--- src/rtl/temp_conv_pipe.sv ---
// temp_conv_pipe
//   Two-stage Celsius/Fahrenheit converter with valid/ready handshakes on
//   both sides. Stage 1 registers the mode, the range-error flag and the
//   ROM index; stage 2 is the registered ROM read that forms the output.
//   Out-of-range inputs flow through in order with out_err=1 and
//   out_temp=0, and are tallied in a saturating error counter.
//
// Ports
//   clk        in   1      rising-edge clock
//   reset      in   1      synchronous, active-high reset
//   in_valid   in   1      input temperature present
//   in_ready   out  1      block accepts input this cycle
//   in_temp    in   IN_W   input temperature (unsigned degrees)
//   unit       in   1      1 = Celsius->Fahrenheit, 0 = Fahrenheit->Celsius
//   out_valid  out  1      result present
//   out_ready  in   1      consumer accepts result
//   out_temp   out  OUT_W  converted temperature
//   out_unit   out  1      mode that produced this result
//   out_err    out  1      input was out of range for its mode
//   err_count  out  8      saturating count of accepted out-of-range inputs
module temp_conv_pipe #(
    parameter int IN_W     = 8,
    parameter int OUT_W    = 8,
    parameter int C_MAX    = 100,
    parameter int F_MIN    = 32,
    parameter int F_MAX    = 212,
    parameter     C2F_FILE = "c2f_table.txt",
    parameter     F2C_FILE = "f2c_table.txt"
) (
    input  logic             clk,
    input  logic             reset,
    input  logic             in_valid,
    output logic             in_ready,
    input  logic [IN_W-1:0]  in_temp,
    input  logic             unit,
    output logic             out_valid,
    input  logic             out_ready,
    output logic [OUT_W-1:0] out_temp,
    output logic             out_unit,
    output logic             out_err,
    output logic [7:0]       err_count
);

    localparam int C_DEPTH = C_MAX + 1;
    localparam int F_DEPTH = F_MAX - F_MIN + 1;
    localparam int C_IDX_W = (C_DEPTH > 1) ? $clog2(C_DEPTH) : 1;
    localparam int F_IDX_W = (F_DEPTH > 1) ? $clog2(F_DEPTH) : 1;
    localparam int IDX_W   = (C_IDX_W > F_IDX_W) ? C_IDX_W : F_IDX_W;

    localparam logic [IN_W-1:0] C_MAX_V = IN_W'(C_MAX);
    localparam logic [IN_W-1:0] F_MIN_V = IN_W'(F_MIN);
    localparam logic [IN_W-1:0] F_MAX_V = IN_W'(F_MAX);

    // The ROM images are built at elaboration from the conversion formulas;
    // the file names identify the matching binary images used by memory
    // preload flows, so an empty name is rejected outright.
    if (C2F_FILE == "" || F2C_FILE == "") begin : g_bad_rom_name
        $error("temp_conv_pipe: ROM image file names must be non-empty");
    end

    // c*9/5 rounded half-up, plus 32
    function automatic logic [OUT_W-1:0] c2f_entry(input int c);
        return OUT_W'((c * 9 + 2) / 5 + 32);
    endfunction

    // i*5/9 rounded half-up, where i = F - F_MIN
    function automatic logic [OUT_W-1:0] f2c_entry(input int i);
        return OUT_W'((i * 5 + 4) / 9);
    endfunction

    logic [OUT_W-1:0] c2f_rom [C_DEPTH];
    logic [OUT_W-1:0] f2c_rom [F_DEPTH];

    for (genvar gi = 0; gi < C_DEPTH; gi++) begin : g_c2f
        assign c2f_rom[gi] = c2f_entry(gi);
    end

    for (genvar gj = 0; gj < F_DEPTH; gj++) begin : g_f2c
        assign f2c_rom[gj] = f2c_entry(gj);
    end

    // Handshake
    logic stall;
    logic accept;

    assign stall    = out_valid && !out_ready;
    assign in_ready = !stall;
    assign accept   = in_valid && in_ready;

    // Input range check and ROM index
    logic             in_err;
    logic [IDX_W-1:0] in_idx;

    always_comb begin
        in_err = '0;
        in_idx = '0;
        if (unit) begin
            in_err = (in_temp > C_MAX_V);
        end else begin
            in_err = (in_temp < F_MIN_V) || (in_temp > F_MAX_V);
        end
        // Out-of-range inputs read entry 0 so the ROM is never indexed
        // past its end; the result is zeroed in stage 2 anyway.
        if (!in_err) begin
            if (unit) begin
                in_idx = IDX_W'(in_temp);
            end else begin
                in_idx = IDX_W'(in_temp - F_MIN_V);
            end
        end
    end

    // Stage 1
    logic             s1_valid;
    logic             s1_mode;
    logic             s1_err;
    logic [IDX_W-1:0] s1_idx;

    always_ff @(posedge clk) begin
        if (reset) begin
            s1_valid <= 1'b0;
            s1_mode  <= 1'b0;
            s1_err   <= 1'b0;
            s1_idx   <= '0;
        end else if (!stall) begin
            s1_valid <= accept;
            if (accept) begin
                s1_mode <= unit;
                s1_err  <= in_err;
                s1_idx  <= in_idx;
            end
        end
    end

    // Stage 2: registered ROM read forms the output register
    logic [OUT_W-1:0] rom_word;

    always_comb begin
        rom_word = '0;
        if (s1_mode) begin
            rom_word = c2f_rom[s1_idx[C_IDX_W-1:0]];
        end else begin
            rom_word = f2c_rom[s1_idx[F_IDX_W-1:0]];
        end
    end

    always_ff @(posedge clk) begin
        if (reset) begin
            out_valid <= 1'b0;
            out_temp  <= '0;
            out_unit  <= 1'b0;
            out_err   <= 1'b0;
        end else if (!stall) begin
            out_valid <= s1_valid;
            out_temp  <= s1_err ? '0 : rom_word;
            out_unit  <= s1_mode;
            out_err   <= s1_err;
        end
    end

    // Error tally, counted at acceptance
    always_ff @(posedge clk) begin
        if (reset) begin
            err_count <= '0;
        end else if (accept && in_err && (err_count != '1)) begin
            err_count <= err_count + 8'd1;
        end
    end

endmodule
--- config.mk ---
export PLATFORM = sky130hd
export DESIGN_NAME = temp_conv_pipe
export DESIGN_NICKNAME = d
export VERILOG_FILES = /design/src/rtl/temp_conv_pipe.sv
export SDC_FILE = /design/constraint.sdc
export NUM_CORES = 1
export LEC_CHECK = 0
export CAP_MARGIN = 20
export CORE_ASPECT_RATIO = 1.2
export CORE_MARGIN = 2
export CORE_UTILIZATION = 35
export DETAILED_ROUTE_END_ITERATION = 16
export GPL_TIMING_DRIVEN = 0
export PLACE_DENSITY_LB_ADDON = 0.05
export SYNTH_ARGS = -nofsm -noshare
export SYNTH_HDL_FRONTEND = slang
export SYNTH_SLANG_ARGS = --single-unit
--- constraint.sdc ---
create_clock -name clk -period 3.6 [get_ports clk]
set_input_delay 0.54 -clock clk [delete_from_list [all_inputs] [get_ports clk]]
set_output_delay 0.54 -clock clk [all_outputs]
set_load 0.1 [all_outputs]
==> results of run 1 <==
==> kinds of logic after synthesis <==
family          Yosys count  synth area share
buf+inv                  63           0.09813
flops                    30            0.1758
xor+xnor                 10           0.02563
mux                       8           0.02344
compound gates          178            0.3603
simple gates            172            0.2424
fa+ha+maj                21           0.07433
==> worst max-delay path: stages (launching register included) <==
cell,delay [ns]
dfxtp_1,0.40
inv_2,0.22
clkbuf_1,0.62
ha_1,0.54
or3b_2,0.19
o21ai_0,0.11
a221oi_1,0.31
o21ai_0,0.17
a211oi_2,0.35
o311a_1,0.19
==> power by group through the flow <==
| stage | sequential, W | combinational (W) | clock [W] |
|---|---|---|---|
| finish | 0.000371 | 0.000535 | 0.000410 |
| global route | 0.000372 | 0.000561 | 0.000431 |
| CTS | 0.000370 | 0.000519 | 0.000418 |
| detailed placement | 0.000377 | 0.000517 | 0 |
| global placement | 0.000376 | 0.000527 | 0 |
| floorplan | 0.000455 | 0.000280 | 0 |
==> per-layer routing <==
layer  global-route usage  vias to the layer above
met4               0.1903                        0
met1               0.3558                     1946
li1                     -                     1873
met2               0.4729                      296
met3              0.04832                       83
met5                    0                        -
==> final cells by class <==
cell class	instances	area [sq um]	share of cell area
sequential	30	600.6	0.1492
tap	123	153.9	0.03823
buffer	48	279.0	0.06932
clock buffer	6	138.9	0.03450
multi-input combinational	389	2481	0.6164
timing repair buffer	32	315.3	0.07833
inverter	15	56.30	0.01399
==> through the flow <==
stage               area (sq um)  setup WS, ns  utilization  power [W]
floorplan                   3417        0.8436            -  0.0007356
global placement            3881        0.4725       0.4079  0.0009036
detailed placement          3881        0.5572       0.4079  0.0008936
CTS                         4020        0.5365       0.4225   0.001308
global route                4025        0.2555       0.4230   0.001364
finish                      4025        0.4397       0.4230   0.001315
==> cell usage after synthesis (3+ instances only) <==
cell type	count	area share
a2111oi_0	4	0.010
a211o_1	4	0.010
a211oi_1	17	0.037
a21o_1	3	0.0066
a21oi_1	48	0.070
a221oi_1	3	0.0077
a311o_1	7	0.021
a31oi_1	13	0.024
and3_1	6	0.011
buf_2	16	0.023
buf_4	4	0.0088
buf_6	7	0.023
clkbuf_1	18	0.020
dfxtp_1	30	0.18
ha_1	17	0.062
inv_1	12	0.013
inv_2	3	0.0033
maj3_1	3	0.0088
mux2i_1	8	0.023
nand2_1	58	0.064
nand2b_1	15	0.027
nand3_1	9	0.013
nand4_1	7	0.013
nor2_1	36	0.040
nor2b_1	9	0.016
nor3_1	12	0.018
nor4_1	4	0.0073
o211ai_1	11	0.024
o21ai_0	24	0.035
o221ai_1	5	0.013
o22ai_1	5	0.0092
o311a_1	3	0.0088
o311ai_0	4	0.010
o31ai_1	5	0.011
or3_1	3	0.0055
xor2_1	9	0.023
==> worst min-delay path by stage <==
stage,endpoint,slack (ns),cells after the start
after global placement,out_unit,0.44,2
after global routing,out_unit,0.47,2
after detailed placement,out_temp[6],0.45,2
after floorplan,s1_valid,0.44,2
final,out_unit,0.45,2
after CTS,out_unit,0.46,2
==> run metrics, run 1 <==
number of cells after detailed placement ~640; Max VDD drop approximately 0.27 mV; synth unique cells between 60 and 70; Yosys reg bits 30; vias in the first global route 4050; hold path startpoint out_unit; Clk pin slew, worst setup/hold paths 0.05 ns; Clock Power Share 0.312; core area ~0.0095 sq mm; Final Hold Slack between 0.4 and 0.5 ns; reg2reg path depth 9; Via density 6.529; critical path required time roughly 3.8 ns; largest net degree at the start of global routing 14; post-synthesis sequential area ratio 0.1758; post-detailed-route wirelength per cell 23.85 um; post-route DRC violation count 0; WL met3 around 1300 um; CTS tree done; H-tree depth 2; number of synthesized flops with an enable pin 0; Net Count, Synth 512; CTS Buffer Depth 2; Num Clock Sinks 30; Global Route Usage Sum 0.2929; Antenna Nets Post-Route 0; share of post-route cells with drive strength above 1 0.09423; Core Rows 39; Max Cap Viol 0; f_max approximately 0.32 GHz; highest routed metal layer met4; crit path kind reg -> reg; ys flop type dfxtp_1; pwr/cell area 326.8 mW/mm^2; commonest cells after routing, fill and taps aside 58 x nand2_1, 48 x a21oi_1, 36 x nor2_1; Diodes inserted 0; Switch Pwr ~0.00053 W; final setup fails 0; Critical R2R Launch s1_idx[2]; final worst path period share 0.8779; biggest regs err_count: 8 flops, out_temp: 8 flops, s1_idx: 8 flops; most common cell after layout, fill and taps aside nand2_1; startpoint types flip-flop; Fillers between 1000 and 1500; met2 WL roughly 7000 um; IO buf count 31; Hold WC Path Type reg -> reg; Synth Area per Inst ~7 sq um; Nets approximately 550; Worst EP arrival between 3 and 4 ns; Crit. Startpoint s1_idx[2]; Cells after Synth a little under 500; detailed-router iteration count before antenna repair 7; Routability Congestion around 1.0; setup tns final 0 ns; area delta synth->final 17.80%; Slew Viols, Final 0; worst reg2reg endpoint out_temp[2]; switching share of total power 0.4026; internal power between 0.0007 and 0.0008 W; post_cts resized 0; wl on met1 around 5800 um; Reg power frac 0.282; leakage power 1.449 nW; worst clock skew between 0.006 and 0.007 ns; Detailed Place HPWL approximately 11000 um; worst-path fanout max 13; starting density of the core 0.3591; Post-synth ARST share 0; clk root buf clkbuf_16; Inserted Clock Buffers 5; worst-skew pair later-pin latency 0.28 ns; fin cells about 640; overall routed net length around 15000 um; Iter 0 DRT Violations just over 500; hold_buf cts 0; yosys warns 0; I/O Pins 33; Netlist Area Pre-Place approximately 0.0034 sq mm; worst-margin pin slew 0.9863 ns; Die Width 94.20 um; RSZ-0062 raised after global routing false; Die Span Y about 110 um; Rel. slew slack 0.3404; via count between 4000 and 5000; initial antenna violation count 0; first-pass GRT wire length approximately 24000 um; Worst setup endpoint out_temp[2]; flop2flop setup slack 0.44 ns; outcome completed; Comb pwr share 0.406; die area about 0.011 sq mm; gr ovfl total 0; Final Hold Viols 0; crit path time final ~3.2 ns; CP endpoint kind flip-flop; Setup Fix Bufs, Post-CTS 0
Power figures use the tool's default switching activity.
==> inputs of run 2 (changes only) <==
Settings changed: CORE_UTILIZATION 35 to 41, CTS_BUF_LIST from default to sky130_fd_sc_hd__clkbuf_2 sky130_fd_sc_hd__clkbuf_4 sky130_fd_sc_hd__clkbuf_8.
==> run metrics, run 2 (synthesis gave the netlist of run 1 again) <==
startpoint types flip-flop; worst reg2reg endpoint out_temp[2]; Cell Chain, Critical Path clkbuf_1, inv_1, ha_1, clkbuf_1, inv_1, nand3_1, a21oi_1, nor3_1, nor4b_1, o311a_1; area delta synth->final 15.34%; commonest cells after routing, fill and taps aside 58 x nand2_1, 48 x a21oi_1, 36 x nor2_1; setup tns final 0 ns; Antenna Nets Post-Route 0; I/O Pins 33; highest routed metal layer met4; IO buf count 31; hold_buf cts 0; Clk pin slew, worst setup/hold paths about 0.070 ns; Critical R2R Launch s1_idx[1]; met2 WL approximately 6300 um; number of cells after detailed placement around 610; Final Util 0.4861; via count roughly 4300; Max VDD drop between 0.3 and 0.4 mV; wl on met1 about 5300 um; Via density between 6 and 7; H-tree depth 2; total power about 0.0012 W; worst path bufs/invs 4; initial antenna violation count 0; Core Rows 36; starting density of the core 0.4215; worst-skew pair later-pin latency 0.28 ns; vias in the first global route slightly above 4000; gr ovfl total 0; core area approximately 0.0081 sq mm; RSZ-0062 raised after global routing false; post_cts resized 0; worst clock skew around 0.0076 ns; Rel. slew slack 0.2038; CP Depth 10; reg2reg path depth 10; Final Hold Viols 0; crit path kind reg -> reg; critical path required time around 3.8 ns; Num Clock Sinks 30; fin cells 616; biggest regs err_count: 8 flops, out_temp: 8 flops, s1_idx: 8 flops; f_max 0.3041 GHz; clk root buf clkbuf_8; detailed-router iteration count before antenna repair 5; Worst EP arrival ~3.5 ns; Diodes inserted 0; hold path startpoint out_err; CP endpoint kind flip-flop; CTS Buffer Depth 2; Routability Congestion 1.016; hold depth 2; post-route DRC violation count 0; area post-placement slightly below 0.004 sq mm; outcome completed; Fillers 860; worst-margin pin slew 1.179 ns; Global Route Usage Sum 0.3071; Nets between 500 and 600; Slew Viols, Final 0; WL met3 between 1500 and 2000 um; most common cell after layout, fill and taps aside nand2_1; CTS tree done; worst-path fanout max 10; first-pass GRT wire length between 20000 and 25000 um; post-detailed-route wirelength per cell about 23 um; share of post-route cells with drive strength above 1 0.09597; Largest stage delay, worst path 0.49 ns; Slowest-stage cell, CP clkbuf_1; Detailed Place HPWL slightly above 10000 um; Max Cap Viol 0; overall routed net length about 14000 um; largest net degree at the start of global routing 14; Die Span Y 104.0 um; Hold WC Path Type reg -> reg; crit path time final 3.288 ns; final setup fails 0; Iter 0 DRT Violations around 620; Die Width slightly below 90 um; pwr/cell area roughly 300 mW/mm^2; Inserted Clock Buffers 5; Hold EP out_err; final worst path period share 0.9134; design area around 0.004 sq mm; flop2flop setup slack ~0.31 ns; Crit path max-delay family buffers and inverters; Setup Fix Bufs, Post-CTS 0; die area just over 0.009 sq mm; leakage power 1.424 nW
-- run 2: cell types whose count changed in the layout (fill, tap and decap cells not counted), sizes merged --
cell,change
clkbuf,-1
clkinvlp,+1
clkinv,+1
-- run 2: where the power goes --
group,total [W],switching (W),internal [W]
Clock,0.000282,0.000129,0.000153
Sequential,0.000371,0.0000203,0.000351
Combinational,0.000534,0.000366,0.000167
Total,0.00119,0.000515,0.000672
-- run 2: stage by stage --
stage / setup slack (ns) / hold WS, ns
after floorplan: 0.8436 / 0.4367
after global placement: 0.5126 / 0.4448
after detailed placement: 0.5398 / 0.4495
after CTS: 0.5334 / 0.4604
after global routing: 0.2969 / 0.4718
final: 0.3117 / 0.4550
-- run 2: worst max path at each step --
stage	slack (ns)	end	from
2_1_floorplan	0.84	err_count[4]	out_valid
3_3_place_gp	0.51	out_temp[0]	s1_idx[1]
3_5_place_dp	0.54	out_temp[0]	s1_idx[1]
4_1_cts	0.53	out_temp[0]	s1_idx[1]
5_1_grt	0.30	out_temp[0]	s1_idx[1]
6_report	0.31	out_temp[2]	s1_idx[1]
-- run 2: area by class of cell --
type	count	area (sq um)	area share
plain buffers	48	279.0	0.07079
clock buffers	6	82.58	0.02095
clock inverters	2	12.51	0.003175
inverters	15	56.30	0.01429
multi-input cells	389	2481	0.6295
flip-flops and latches	30	600.6	0.1524
well taps	95	118.9	0.03016
repair buffers	31	310.3	0.07873
-- run 2: worst reg2reg max path, delay by kind of cell, from the launching register on --
kind	cells	cell delay, ns
simple gates	3	0.69
fa+ha+maj	1	0.23
buf+inv	4	1.40
compound gates	2	0.46
flops	1	0.43
-- run 2: per-layer routing --
layer	global-route usage	vias to the layer above
met2	0.4675	360
met1	0.3905	1942
met3	0.05556	100
met4	0.1967	0
li1	-	1882
met5	0	-
==> inputs of run 3 (changes only) <==
--- a/config.mk
+++ b/config.mk
@@ -18 +18,2 @@
 export SYNTH_SLANG_ARGS = --single-unit
+export TNS_END_PERCENT = 1
--- a/constraint.sdc
+++ b/constraint.sdc
@@ -3,2 +3,2 @@
 set_output_delay 0.54 -clock clk [all_outputs]
-set_load 0.1 [all_outputs]
+set_load 0.02 [all_outputs]
==> results of run 3 <==
Same layout as run 2 (identical final DEF). Status: completed.
Main changes from that run: total power 0.001187 W -> 0.001115 W
==> RTL edit: new RTL, settings of run 2 <==
Reset style: asynchronous (`reset`), changed in 3 clocked blocks. Comments in the files are not updated.
--- a/src/rtl/temp_conv_pipe.sv
+++ b/src/rtl/temp_conv_pipe.sv
@@ -118,3 +118,3 @@
 
-    always_ff @(posedge clk) begin
+    always_ff @(posedge clk or posedge reset) begin
         if (reset) begin
@@ -146,3 +146,3 @@
 
-    always_ff @(posedge clk) begin
+    always_ff @(posedge clk or posedge reset) begin
         if (reset) begin
@@ -161,3 +161,3 @@
     // Error tally, counted at acceptance
-    always_ff @(posedge clk) begin
+    always_ff @(posedge clk or posedge reset) begin
         if (reset) begin
Function: changed (a bounded check fails within 4 cycles, from zero or initial values and one cycle with reset high; the reset may be asserted at any time).
==> RTL edit against run 2 <==
- first-iteration DRC count shrank 30%
- critical path type unchanged
- routed wire length shrank 9.5%
- design area shrank 2.0%
- clock skew grew 0.0038 ns
- worst setup slack lost 0.10 ns
- critical endpoint is now out_temp[0]$_DFFE_PP0N_
- sequential cell count is the same
- area after synthesis shrank 3.0%
Power is not compared: it rests on default switching activity, and its combinational part moved more than twofold at a synthesized area within 25%.
==> RTL edit: results <==
metrics = {
    "routing": {
        "wl_met3_um": 1120,
        "route.met2.wl_um": 5940,
        "highest_layer": "met4",
        "routedLengthMet1_um": 4960,
        "finalWirelength_um": 13000,
        "drt_iter0_drc": 436,
        "vias": 3853,
        "dr.pass1.iters": 5,
    },
    "hold_path": {
        "hold_start": "out_err$_DFFE_PP0N_",
        "min_to": "out_err$_DFFE_PP0N_",
        "min_path_cells": 2,
    },
    "worst_setup_path": {
        "r2r-end": "out_temp[0]$_DFFE_PP0N_",
        "cpMaxStageDelayCell": "a2111oi_0",
        "reg2reg_depth": 9,
        "ff2ff_setup_slack_ns": 0.21,
        "critical_path.max_stage_delay_ns": 0.87,
        "r2r-start": "s1_idx[1]$_DFFE_PP0P_",
        "arrival_ns": 3.60,
    },
    "cells_and_area": {
        "nets": 509,
        "antenna_cells": 0,
        "fillers": 814,
        "biggestRegsByFlops": "err_count x8, out_temp x8, s1_idx x8",
        "stdcell_count": 572,
        "final_layout_size_suffix_gt1_frac": 0.0958,
    },
    "global_route": {
        "grt_pass1_vias": 3789,
        "grt_max_degree": 18,
        "groute.usage.overall": 0.306,
        "grt_pass1_wl_um": 20500,
        "antenna_found_initial": 0,
    },
    "yosys": {
        "ys_seq_area_frac": 0.227,
        "async_flop_share": 1.00,
        "synth_compound_area_frac": 0.322,
        "synthMuxAreaShare": 0.0272,
        "synth_top_family_by_area": "compound AO/OA/AOI/OAI gates",
        "ys_types": 68,
        "synth_area_per_cell_um2": 7.53,
        "synthTopCellsByArea": "dfrtp_1 (23%), ha_1 (6.4%), nand2_1 (6.0%)",
        "synth_nets": 470,
        "yosysWarnings": 0,
        "synth.top_cells.by_count": "nand2_1 (53), nor2_1 (36), dfrtp_1 (30)",
        "synth-xor-area-share": 0.0264,
        "synth_fa_ha_area_frac": 0.0676,
    },
    "placement": {
        "gp_congestion": 1.06,
        "place_area_um2": 3770,
        "dp_hpwl_um": 9570,
        "dp.cells": 564,
    },
    "timing": {
        "fin_skew_ns": 0.0114,
        "slew_headroom": 0.356,
    },
    "pwr": {
        "peakVddDrop_mv": 0.650,
        "p_leak_uw": 0.00156,
    },
    "clock_tree": {
        "post-cts-setup-buffers": 0,
        "cts_max_path_buffers": 2,
        "ctsResizeCount": 0,
        "path_clk_slew_ns": 0.08,
    },
    "outcome": {
        "status": "completed",
    },
}
-- RTL edit: cell types whose count changed in the layout (fill, tap and decap cells not counted), sizes merged, moves of 6 or more --
cell,delta
dfrtp,+30
dfxtp,-30
a21oi,-21
a211oi,-15
a311o,-7
a31oi,-7
xnor2,+7
xor2,-7
nand2,-6
o22ai,+6
-- RTL edit: layer usage --
metal | global-route usage | vias up
li1 | - | 1712
met4 | 0.216 | 0
met1 | 0.375 | 1791
met3 | 0.0576 | 73
met2 | 0.485 | 277
met5 | 0 | -
-- RTL edit: worst max-delay path by stage --
stage,endpoint,slack [ns],startpoint
finish,out_temp[0]$_DFFE_PP0N_,0.21,s1_idx[1]$_DFFE_PP0P_
global route,out_temp[0]$_DFFE_PP0N_,0.08,s1_idx[1]$_DFFE_PP0P_
CTS,out_temp[0]$_DFFE_PP0N_,0.31,s1_idx[1]$_DFFE_PP0P_
detailed placement,out_temp[0]$_DFFE_PP0N_,0.31,s1_idx[1]$_DFFE_PP0P_
global placement,out_temp[0]$_DFFE_PP0N_,0.33,s1_idx[1]$_DFFE_PP0P_
floorplan,err_count[1]$_DFFE_PP0P_,0.95,out_valid$_DFFE_PP0N_
-- RTL edit: cell families (layout without fill, tap and decap cells) --
kind of cell    Yosys count  in the layout
flops                    30             30
compound gates          154            154
buf+inv                  54             94
fa+ha+maj                18             18
simple gates            168            168
mux                       6              6
xor+xnor                 10             10
-- RTL edit: area by class of cell --
cell class | instances | area share
multi-input combinational | 356 | 0.593
sequential | 30 | 0.194
buffer | 40 | 0.0573
clock inverter | 2 | 0.00324
timing repair buffer | 32 | 0.0875
inverter | 14 | 0.0136
clock buffer | 6 | 0.0214
tap | 92 | 0.0298
-- RTL edit: power breakdown --
group / internal (uW) / total [uW] / switching [uW]
Sequential: 418 / 508 / 90.4
Combinational: 481 / 1640 / 1160
Clock: 154 / 293 / 140
-- RTL edit: worst max-delay path: cells and delay by family (launching register included) --
family | cells | cell delay [ns]
fa+ha+maj | 1 | 0.38
flops | 1 | 0.60
simple gates | 1 | 0.26
compound gates | 4 | 1.32
buf+inv | 3 | 0.75
-- RTL edit: through the flow --
stage / setup WS, ns / total power, uW / hold WS, ns / utilization
2_1_floorplan: 0.953 / 1670 / 0.435 / -
5_1_grt: 0.0814 / 2570 / 0.501 / 0.498
3_3_place_gp: 0.332 / 2130 / 0.449 / 0.482
6_report: 0.211 / 2450 / 0.474 / 0.498
4_1_cts: 0.309 / 2410 / 0.479 / 0.498
3_5_place_dp: 0.307 / 2110 / 0.462 / 0.486
